## src/rtl/spi_slave.sv

```systemverilog
// SPI slave front end for a single-port RAM. It deserialises (ADDR_SIZE+2)-bit
// command frames from MOSI and serialises RAM read bytes onto MISO, MSB first.
module spi_slave #(
  parameter int ADDR_SIZE = 8
) (
  input  logic                 clk,
  input  logic                 rst,
  input  logic                 SS_n,
  input  logic                 MOSI,
  output logic                 MISO,
  output logic [ADDR_SIZE+1:0] rx_data,
  output logic                 rx_valid,
  input  logic [ADDR_SIZE-1:0] tx_data,
  input  logic                 tx_valid
);

  localparam int FRAME_W = ADDR_SIZE + 2;
  localparam int CNT_W   = $clog2(FRAME_W + 1);
  localparam int TXC_W   = $clog2(ADDR_SIZE + 1);

  localparam logic [2:0] IDLE      = 3'd0;
  localparam logic [2:0] CHK_CMD   = 3'd1;
  localparam logic [2:0] WRITE     = 3'd2;
  localparam logic [2:0] READ_ADD  = 3'd3;
  localparam logic [2:0] READ_DATA = 3'd4;

  logic [2:0]           state;
  logic [CNT_W-1:0]     bit_cnt;
  logic [FRAME_W-2:0]   rx_shift;
  logic                 rd_addr_done;
  logic                 tx_loaded;
  logic [ADDR_SIZE-1:0] tx_shift;
  logic [TXC_W-1:0]     tx_cnt;
  logic                 frame_done;
  logic                 last_bit;

  assign frame_done = (bit_cnt == CNT_W'(FRAME_W));
  assign last_bit   = (bit_cnt == CNT_W'(FRAME_W - 1));

  // NOTE: every register here is sequential state, so all updates use <= to
  // give race-free, order-independent behaviour within the clock edge.
  always_ff @(posedge clk) begin
    if (rst) begin
      // NOTE: the shift registers are reset too, so no X can ever reach
      // MISO or rx_data regardless of what the first frame looks like.
      state        <= IDLE;
      bit_cnt      <= '0;
      rx_shift     <= '0;
      rx_data      <= '0;
      rx_valid     <= 1'b0;
      MISO         <= 1'b0;
      rd_addr_done <= 1'b0;
      tx_loaded    <= 1'b0;
      tx_shift     <= '0;
      tx_cnt       <= '0;
    end else if (SS_n) begin
      // Deselect discards any partial frame; rd_addr_done is kept.
      state     <= IDLE;
      bit_cnt   <= '0;
      tx_loaded <= 1'b0;
      tx_cnt    <= '0;
      rx_valid  <= 1'b0;
      MISO      <= 1'b0;
    end else begin
      // NOTE: defaults first, so rx_valid is a single-cycle pulse and MISO
      // idles low unless a branch below drives a data bit.
      rx_valid <= 1'b0;
      MISO     <= 1'b0;
      case (state)
        IDLE: begin
          state <= CHK_CMD;
        end

        CHK_CMD: begin
          rx_shift <= {rx_shift[FRAME_W-3:0], MOSI};
          bit_cnt  <= CNT_W'(1);
          if (!MOSI) begin
            state <= WRITE;
          end else if (rd_addr_done) begin
            state <= READ_DATA;
          end else begin
            state <= READ_ADD;
          end
        end

        WRITE, READ_ADD, READ_DATA: begin
          if (!frame_done) begin
            rx_shift <= {rx_shift[FRAME_W-3:0], MOSI};
            bit_cnt  <= bit_cnt + 1'b1;
            if (last_bit) begin
              rx_data  <= {rx_shift, MOSI};
              rx_valid <= 1'b1;
              if (state == READ_ADD) begin
                rd_addr_done <= 1'b1;
              end else if (state == READ_DATA) begin
                rd_addr_done <= 1'b0;
              end
            end
          end else if (state == READ_DATA) begin
            if (!tx_loaded) begin
              if (tx_valid) begin
                tx_shift  <= tx_data;
                MISO      <= tx_data[ADDR_SIZE-1];
                tx_loaded <= 1'b1;
                tx_cnt    <= TXC_W'(ADDR_SIZE - 1);
              end
            end else if (tx_cnt != '0) begin
              // Rotate so the next bit to send always sits just below the MSB.
              MISO     <= tx_shift[ADDR_SIZE-2];
              tx_shift <= {tx_shift[ADDR_SIZE-2:0], tx_shift[ADDR_SIZE-1]};
              tx_cnt   <= tx_cnt - 1'b1;
            end
          end
        end

        default: begin
          state <= IDLE;
        end
      endcase
    end
  end

endmodule

```

## config.mk

```make
export PLATFORM = sky130hd
export DESIGN_NAME = spi_slave
export DESIGN_NICKNAME = d
export VERILOG_FILES = /design/src/rtl/spi_slave.sv
export SDC_FILE = /design/constraint.sdc
export NUM_CORES = 1
export LEC_CHECK = 0
export BUFFER_PORTS_ARGS = -buffer_cell sky130_fd_sc_hd__buf_2
export CORE_ASPECT_RATIO = 0.8
export CORE_MARGIN = 1.5
export CORE_UTILIZATION = 60
export DETAILED_ROUTE_END_ITERATION = 10
export PLACE_DENSITY_LB_ADDON = 0.2
export SLEW_MARGIN = 20
export SYNTH_ARGS = -nofsm -noshare
export SYNTH_HDL_FRONTEND = slang
export SYNTH_SLANG_ARGS = --single-unit
```

## constraint.sdc

```tcl
create_clock -name clk -period 4.95 [get_ports clk]
set_input_delay 0.495 -clock clk [delete_from_list [all_inputs] [get_ports clk]]
set_output_delay 0.495 -clock clk [all_outputs]
set_load 0.005 [all_outputs]
```

==> metrics.txt <==
cell count after synthesis 194; slowest stage cell on the critical path a21oi_2; Antenna Nets Post-Route 0; CTS tree yes; maximum VDD drop 0.000259 V; IO Pins 25; Final min period 2270 ps; Routed WL 3540 um; Critical Path Source bit_cnt[0]$_SDFFE_PP0P_; total die area 3550 sq um; most common cell after layout, fill and taps aside dfxtp_1; crit path cell chain inv_1 -> ha_1 -> nand3b_1 -> o21ai_0 -> a21oi_2 -> mux2i_1; crit path setup slack, layout 2680 ps; sequential fraction of the synthesis area 0.439; final setup fails 0; worst r2r src bit_cnt[0]$_SDFFE_PP0P_; Fillers 256; Final nets 230; DR vias 1,458; status finished clean; share of cells above drive strength 1 0.206; initial antenna violation count 0; Synth Area per Inst 9.88 sq um; die width 66.2 um; Worst EP arrival 2500 ps; CTS Buf Count 5; gp weighted congestion 0.771; CP Capture Type register; Root Driver clkbuf_8; P&R area growth vs syn 11.5%; YS warnings 0; max_cap viols 0; Setup CP Type reg -> reg; syn nets 211; Setup TNS 0 ps; Placeable Area 3060 sq um; unrepaired setup endpoints after global routing false; Post-synth EDFFs 0; synthesized cell area 1920 sq um; first-pass GRT wire length 5780 um; Slew @ Worst Pin 748 ps; DRC Markers 0; ys async rst share 0; pin count of the biggest net entering global routing 32; maximum clock insertion buffer count 2; Pins Over Slew Limit 0; worst min-delay path startpoint tx_valid; # rows 18; final hold violations 0; Post-Place Cell Area 2010 sq um; Cell variety after synth 39; DRT iter0 DRCs 97; H-Tree Depth 2; slowest stage delay, CP 610 ps; DR pass1 iterations 4; pre-CTS setup slack 2430 ps; most frequent cells in the layout dfxtp_1, mux2i_1, buf_2, nor2_1, a21oi_1; number of global-route vias before repair 1,267; Max transition margin 0.500; Worst Path Required 5180 ps; Max Freq 0.441 GHz; WL/cell 13.9 um; global route overflow 0; top_reg_cell synth dfxtp_1; post-route cell area 2140 sq um; Max Clock Skew 5.19 ps; initial core utilization 0.626; DP HPWL 2390 um; Die Height 53.6 um; PwrDens 298 nW/um^2; worst skew pair latency 300 ps; # hold bufs at CTS 0; via/cell ratio 5.74; port bufs 24; critical path peak fanout 9; Hold Crit Class in -> reg; clk sink count 42; GRT Overall Usage 0.221; #FFs+latches synth 42; antenna cells 0; clock slew at reported path FFs 80 ps; Final period util 0.458; CTS resizes 0; worst hold slack 473 ps; Lkg Pwr 0.838 nW; Critical Path Start Type register; Post-CTS Setup Inserts 0
routing by layer:
layer  global-route usage  vias to the layer above  share of wire
met3               0.0565                        8          0.045
met2                0.325                       38           0.44
met5                    0                        -              0
met1                0.303                      676           0.50
met4                0.112                        0          0.020
li1                     -                      736              -
report_power, final:
part,internal [W],total (W),switching [W]
registers,0.000339,0.000341,0.00000216
clock network,0.000148,0.000266,0.000118
logic,0.0000114,0.0000293,0.0000179
synthesized netlist by cell type (all sizes together) (4+ instances only):
cell,number,area [sq um]
o21ai,5,25.0
a21oi,14,70.1
nand2,6,22.5
nand2b,11,68.8
mux2i,27,270
dfxtp,42,841
buf,9,58.8
inv,7,26.3
nor2,20,75.1
a311oi,9,116
clkbuf,4,15.0
ha,4,50.1
worst paths after layout:
path | to | slack, ps | depth (start not counted)
worst min-delay path | tx_loaded$_SDFFE_PP0P_ | 470 | 3
worst min register to register | rx_shift[8]$_SDFFE_PP0P_ | 480 | 2
worst max register to register | rx_shift[4]$_SDFFE_PP0P_ | 2680 | 6
worst max-delay path | rx_shift[4]$_SDFFE_PP0P_ | 2680 | 6
registers in the layout, indices dropped and copies added (netlist names):
register and flops:
rx_data 10, rx_shift 9, rx_valid 1, tx_cnt 4
rd_addr_done 1, tx_loaded 1, MISO 1, state 3
bit_cnt 4, tx_shift 8
layout make-up:
cell class / instances / area, sq um / share of cell area
flip-flops and latches: 42 / 841 / 0.393
clock buffers: 5 / 68.8 / 0.0322
clock inverters: 3 / 40.0 / 0.0187
inverters: 7 / 26.3 / 0.0123
multi-input cells: 132 / 980 / 0.458
repair buffers: 25 / 131 / 0.0615
well taps: 40 / 50.0 / 0.0234
logic make-up after synthesis:
group | count (synthesis) | synth area share
AOI/OAI and AO/OA | 41 | 0.165
xor gates and xnor gates | 2 | 0.00914
adders and majority gates | 4 | 0.0261
buffers and inverters | 20 | 0.0522
DFF | 42 | 0.439
muxes | 27 | 0.141
and+or+nand+nor | 58 | 0.168
worst max-delay path, delay by kind of cell (launching register included):
kind	cells	cell delay, ps
compound gates	2	940
flops	1	440
mux	1	280
simple gates	1	240
fa+ha+maj	1	230
buf+inv	1	70
per-stage QoR:
| step | utilization | instances | total power, W |
|---|---|---|---|
| CTS | 0.693 | 253 | 0.000641 |
| finish | 0.698 | 254 | 0.000637 |
| floorplan | - | 194 | 0.000369 |
| global placement | 0.657 | 245 | 0.000377 |
| detailed placement | 0.657 | 245 | 0.000378 |
| global route | 0.698 | 254 | 0.000662 |
No activity file was read; power rests on OpenSTA's default activity.
